## src/rtl/alu_pipe.sv

```systemverilog
`default_nettype none
// +----------------------------------------------------------------------------+
// | alu_pipe : multi-op ALU feeding a STAGES-deep valid/ready pipeline with     |
// |            {C,V,N,Z} status flags and bubble-collapsing backpressure.       |
// | Rev 1.0                                                                     |
// +----------------------------------------------------------------------------+
module alu_pipe #(
  parameter int WIDTH  = 4,
  parameter int STAGES = 2
) (
  input  logic             i_CLK,
  input  logic             i_RST,
  input  logic [WIDTH-1:0] i_A,
  input  logic [WIDTH-1:0] i_B,
  input  logic [2:0]       i_OP,
  input  logic             i_VALID,
  output logic             o_READY,
  output logic             o_VALID,
  input  logic             i_READY,
  output logic [WIDTH-1:0] o_Y,
  output logic [3:0]       o_FLAGS
);

  localparam int SHW = $clog2(WIDTH);
  localparam int MSB = WIDTH - 1;

  localparam logic [2:0] OP_ADD = 3'd0;
  localparam logic [2:0] OP_SUB = 3'd1;
  localparam logic [2:0] OP_AND = 3'd2;
  localparam logic [2:0] OP_OR  = 3'd3;
  localparam logic [2:0] OP_XOR = 3'd4;
  localparam logic [2:0] OP_SLT = 3'd5;
  localparam logic [2:0] OP_SHL = 3'd6;
  localparam logic [2:0] OP_SHR = 3'd7;

  logic [WIDTH:0]   w_sum;
  logic [WIDTH:0]   w_dif;
  logic [WIDTH:0]   w_shl;
  logic [WIDTH:0]   w_shr;
  logic [SHW-1:0]   w_amt;
  logic [WIDTH-1:0] alu_y_d;
  logic             w_c;
  logic             w_v;
  logic [3:0]       alu_flags_d;

  // Shifts are done one bit wider so the last bit shifted out lands in the
  // extra bit (and is naturally 0 for a zero shift amount).
  always_comb begin
    w_sum = {1'b0, i_A} + {1'b0, i_B};
    w_dif = {1'b0, i_A} - {1'b0, i_B};
    w_amt = i_B[SHW-1:0];
    w_shl = {1'b0, i_A} << w_amt;
    w_shr = {i_A, 1'b0} >> w_amt;
    alu_y_d = '0;
    w_c     = 1'b0;
    w_v     = 1'b0;
    case (i_OP)
      OP_ADD: begin
        alu_y_d = w_sum[WIDTH-1:0];
        w_c     = w_sum[WIDTH];
        w_v     = (i_A[MSB] == i_B[MSB]) && (w_sum[MSB] != i_A[MSB]);
      end
      OP_SUB: begin
        alu_y_d = w_dif[WIDTH-1:0];
        w_c     = w_dif[WIDTH];
        w_v     = (i_A[MSB] != i_B[MSB]) && (w_dif[MSB] != i_A[MSB]);
      end
      OP_AND: alu_y_d = i_A & i_B;
      OP_OR:  alu_y_d = i_A | i_B;
      OP_XOR: alu_y_d = i_A ^ i_B;
      OP_SLT: alu_y_d = {{(WIDTH-1){1'b0}}, ($signed(i_A) < $signed(i_B))};
      OP_SHL: begin
        alu_y_d = w_shl[WIDTH-1:0];
        w_c     = w_shl[WIDTH];
      end
      OP_SHR: begin
        alu_y_d = w_shr[WIDTH:1];
        w_c     = w_shr[0];
      end
      default: alu_y_d = '0;
    endcase
    alu_flags_d = {w_c, w_v, alu_y_d[MSB], ~|alu_y_d};
  end

  logic [STAGES-1:0] vld_q;
  logic [WIDTH-1:0]  y_q     [STAGES];
  logic [3:0]        flags_q [STAGES];
  logic [STAGES:0]   w_rdy;

  // A stage can load when it is empty or its successor can load too, so
  // bubbles are squeezed out behind a stalled output.
  always_comb begin
    w_rdy         = '0;
    w_rdy[STAGES] = i_READY;
    for (int k = STAGES - 1; k >= 0; k--) begin
      w_rdy[k] = ~vld_q[k] | w_rdy[k+1];
    end
  end

  always_ff @(posedge i_CLK or posedge i_RST) begin
    if (i_RST) begin
      vld_q <= '0;
      for (int k = 0; k < STAGES; k++) begin
        y_q[k]     <= '0;
        flags_q[k] <= '0;
      end
    end else begin
      if (w_rdy[0]) begin
        vld_q[0]   <= i_VALID;
        y_q[0]     <= alu_y_d;
        flags_q[0] <= alu_flags_d;
      end
      for (int k = 1; k < STAGES; k++) begin
        if (w_rdy[k]) begin
          vld_q[k]   <= vld_q[k-1];
          y_q[k]     <= y_q[k-1];
          flags_q[k] <= flags_q[k-1];
        end
      end
    end
  end

  assign o_READY = w_rdy[0];
  assign o_VALID = vld_q[STAGES-1];
  assign o_Y     = y_q[STAGES-1];
  assign o_FLAGS = flags_q[STAGES-1];

endmodule
`default_nettype wire

```

## config.mk

```make
export PLATFORM = sky130hd
export DESIGN_NAME = alu_pipe
export DESIGN_NICKNAME = d
export VERILOG_FILES = /design/src/rtl/alu_pipe.sv
export SDC_FILE = /design/constraint.sdc
export NUM_CORES = 1
export LEC_CHECK = 0
export BUFFER_PORTS_ARGS = -buffer_cell sky130_fd_sc_hd__buf_2
export CAP_MARGIN = 20
export CORE_ASPECT_RATIO = 0.75
export CORE_MARGIN = 3
export CORE_UTILIZATION = 35
export CTS_CLUSTER_SIZE = 8
export DETAILED_ROUTE_END_ITERATION = 7
export GPL_TIMING_DRIVEN = 0
export HOLD_SLACK_MARGIN = 0.03
export PLACE_DENSITY_LB_ADDON = 0.3
export SLEW_MARGIN = 25
export SYNTH_ARGS = -nofsm -noshare
export SYNTH_HDL_FRONTEND = slang
export SYNTH_SLANG_ARGS = --single-unit
```

## constraint.sdc

```tcl
create_clock -name i_CLK -period 2.25 [get_ports i_CLK]
set_input_delay 0.225 -clock i_CLK [delete_from_list [all_inputs] [get_ports i_CLK]]
set_output_delay 0.225 -clock i_CLK [all_outputs]
set_load 0.01 [all_outputs]
```

==> impl_metrics.yaml <==
worst_setup_path:
  cp.required_ps: 2370
  rr_startpoint: "vld_q[1]"
  crit_fanout: 15
  cp-start-kind: "input port"
  cpMaxStageDelayCell: "fa_1"
  arrival_ps: 2190
  path_delay_family: "compound AO/OA/AOI/OAI gates"
  path_cells: "buf_2, inv_1, fa_1, a2111oi_1, a21oi_1, o21ai_1, a41o_1, o31ai_1"
  setup.worst_path.class: "input port to register"
  r2r_end: "flags_q[4]"
  path_depth: 8
  path_buf_inv: 2
  reg2reg_slack_ps: 300
  startpoint: "i_B[1]"
  slowest_delay_ps: 510
  worstRegToRegCells: 8
  setup.worst_path.end_class: "register"
  crit_end: "flags_q[4]"
pwr:
  power_uw: 903.3
  powerDensity_nw_per_um2: 495.5
  power_leakage_nw: 0.8954
  vdd_drop_max_mv: 0.3350
detailed_routing:
  ant_nets: 0
  wire_per_inst_um: 12.68
  route.met3.wl_um: 260
  drt_iter0_markers: 95
  vias: 1433
  wl_met1_um: 1804
  drt_drc_violations_left: 0
  first_pass_iters: 5
  routed.top_layer: "met4"
  route.met2.wl_um: 1453
  routed_wl_um: 3538
  viasPerCell: 5.136
layout:
  syn2layout_area_growth_pct: 15.00
  finish.instance_area_um2: 1823
  antennaDiodeCount: 0
  drive_gt1_frac: 0.2188
  fin_nets: 260
sta:
  final-hold-violation-count: 0
  rsz0062_at_grt: "no"
  maxSlewHeadroom: 0.5755
  fin_tns_setup_ps: 0
  fin_crit_ps: 2065
  worst_pin_slew_ps: 620.7
  fin_skew_ps: 1.354
  setup_viol: 0
  finalMaxSlewViolations: 0
  max_freq_ghz: 0.4843
  timing.final.crit_share: 0.9177
die:
  die_x_um: 83.71
  dieArea_um2: 5381
  fp.dieH_um: 64.29
  start_util: 0.3771
  fp-row-count: 20
  design.portCount: 25
  fp.coreArea_um2: 4204
cts:
  clk_path_buf_depth: 2
  cts_hold_buf: 0
  cts_setup_buffers: 0
  cts_resized: 1
  clock_sinks: 16
  htreeDepth: 1
  cts_root_buf: "clkbuf_8"
  insertion_delay_ps: 240
  cts_tree: "built"
  cts_buffers: 3
  clk_pin_slew_ps: 60
grt:
  grt_pass1_wl_um: 6099
  antenna_found_initial: 0
  grt_max_degree: 17
  grt_use_total: 0.1381
  gr-total-overflow: 0
  first_global_vias: 1264
placement:
  gp_congestion: 0.9193
  dpl.hpwl_um: 2867
  place_area_um2: 1774
  io_buffers: 24
logic_synthesis:
  synth_edf_count: 0
  synth_area_um2: 1585
  syn-num-nets: 232
  synth_xor_area_frac: 0.01657
  synthAdderAreaFrac: 0.1594
  synth_top_family_by_area: "simple AND/OR/NAND/NOR gates"
  synth.area.mux_share: 0.05367
  syn_avg_cell_area_um2: 8.006
  synth-compound-area-share: 0.1784
  ys_types: 42
  synthSimpleGateAreaFrac: 0.2313
  syn_inst: 198
  synthArstFlopShare: 1.000
  yosys_most_used_dff: "dfrtp_1"
  yosysWarnings: 0
  yosysSeqAreaShare: 0.2526
  ys_ff_latch: 16
run:
  maxCapViolations: 0
outcome:
  status: "finished, final reports clean"
hold_path:
  hp-class: "input port to async pin"
worst min-delay path by stage:
stage | endpoint | depth (start not counted)
2_1_floorplan | flags_q[4] | 1
6_report | vld_q[0] | 2
3_5_place_dp | vld_q[1] | 2
3_3_place_gp | vld_q[1] | 2
4_1_cts | vld_q[1] | 2
5_1_grt | vld_q[0] | 2
area by class of cell:
| cell class | count | area (µm²) |
|---|---|---|
| Sequential cell | 16 | 400.4 |
| Buffer | 18 | 106.4 |
| Inverter | 16 | 60.06 |
| Multi-Input combinational cell | 147 | 1026 |
| Clock buffer | 3 | 41.29 |
| Timing Repair Buffer | 24 | 120.1 |
| Tap cell | 55 | 68.82 |
| Fill cell | 429 | 2381 |
cell usage after synthesis (all sizes together) (2+ instances only):
cell type	instances	area share
a211oi	3	0.014
nand3	4	0.013
o31ai	2	0.0095
o21bai	2	0.0095
buf	16	0.063
nor2b	2	0.0079
nor2	7	0.017
a2111oi	2	0.011
a31oi	2	0.0079
and2	2	0.0079
mux2	2	0.014
nand2	41	0.097
nor4	2	0.0079
o21ai	6	0.019
ha	17	0.13
nand2b	4	0.016
clkbuf	3	0.0071
a21oi	10	0.032
nor3	6	0.019
nand4	2	0.0079
o211ai	5	0.024
mux2i	4	0.025
dfrtp	16	0.25
xnor2	3	0.017
fa	2	0.025
inv	16	0.038
nand3b	3	0.014
cells in the final DEF (no fill, tap or decap), types with 7 or more instances in the layout:
| cell | synthesis | final |
|---|---|---|
| ha_1 | 17 | 17 |
| dfrtp_1 | 16 | 16 |
| buf_4 | 8 | 8 |
| inv_1 | 16 | 16 |
| nor2_1 | 7 | 7 |
| buf_2 | 8 | 31 |
| nand2_1 | 41 | 41 |
| a21oi_1 | 10 | 10 |
registers in the layout, summed over array words and instances (netlist names):
signal   cells
vld_q        2
flags_q      4
y_q          3
o_FLAGS      4
o_Y          3
logic make-up (layout without fill, tap and decap cells):
logic type,Yosys count,after routing
DFF,16,16
xor gates and xnor gates,3,3
muxes,7,7
adders and majority gates,19,19
and+or+nand+nor,78,78
buffers and inverters,35,61
AOI/OAI and AO/OA,40,40
worst reg2reg max path: cells and delay by family, from the launching register on:
family	cells	cell delay, ps
AO/OA/AOI/OAI	2	480
buffers and inverters	3	560
flip-flops	1	380
AND/OR/NAND/NOR	3	440
metrics by stage:
stage / cells / hold slack [ps] / util / setup slack [ps]
global route: 279 / 108.0 / 0.4336 / 11.92
global placement: 277 / 319.6 / 0.4220 / -307.4
CTS: 280 / 62.17 / 0.4330 / 17.14
finish: 279 / 42.08 / 0.4336 / 185.1
detailed placement: 277 / 323.3 / 0.4220 / -296.7
floorplan: 198 / 138.7 / - / 285.5
layer usage:
layer  global-route usage  vias to the layer above
li1                     -                      732
met5                    0                        -
met3              0.04124                        2
met1               0.2173                      654
met4              0.02008                        0
met2               0.1845                       45
power by group:
part / internal, mW / switching [mW] / total [mW]
Clock: 0.118 / 0.0874 / 0.206
Combinational: 0.157 / 0.188 / 0.345
Sequential: 0.331 / 0.0220 / 0.353
Total: 0.606 / 0.298 / 0.903
(Power assumes the default switching activity.)
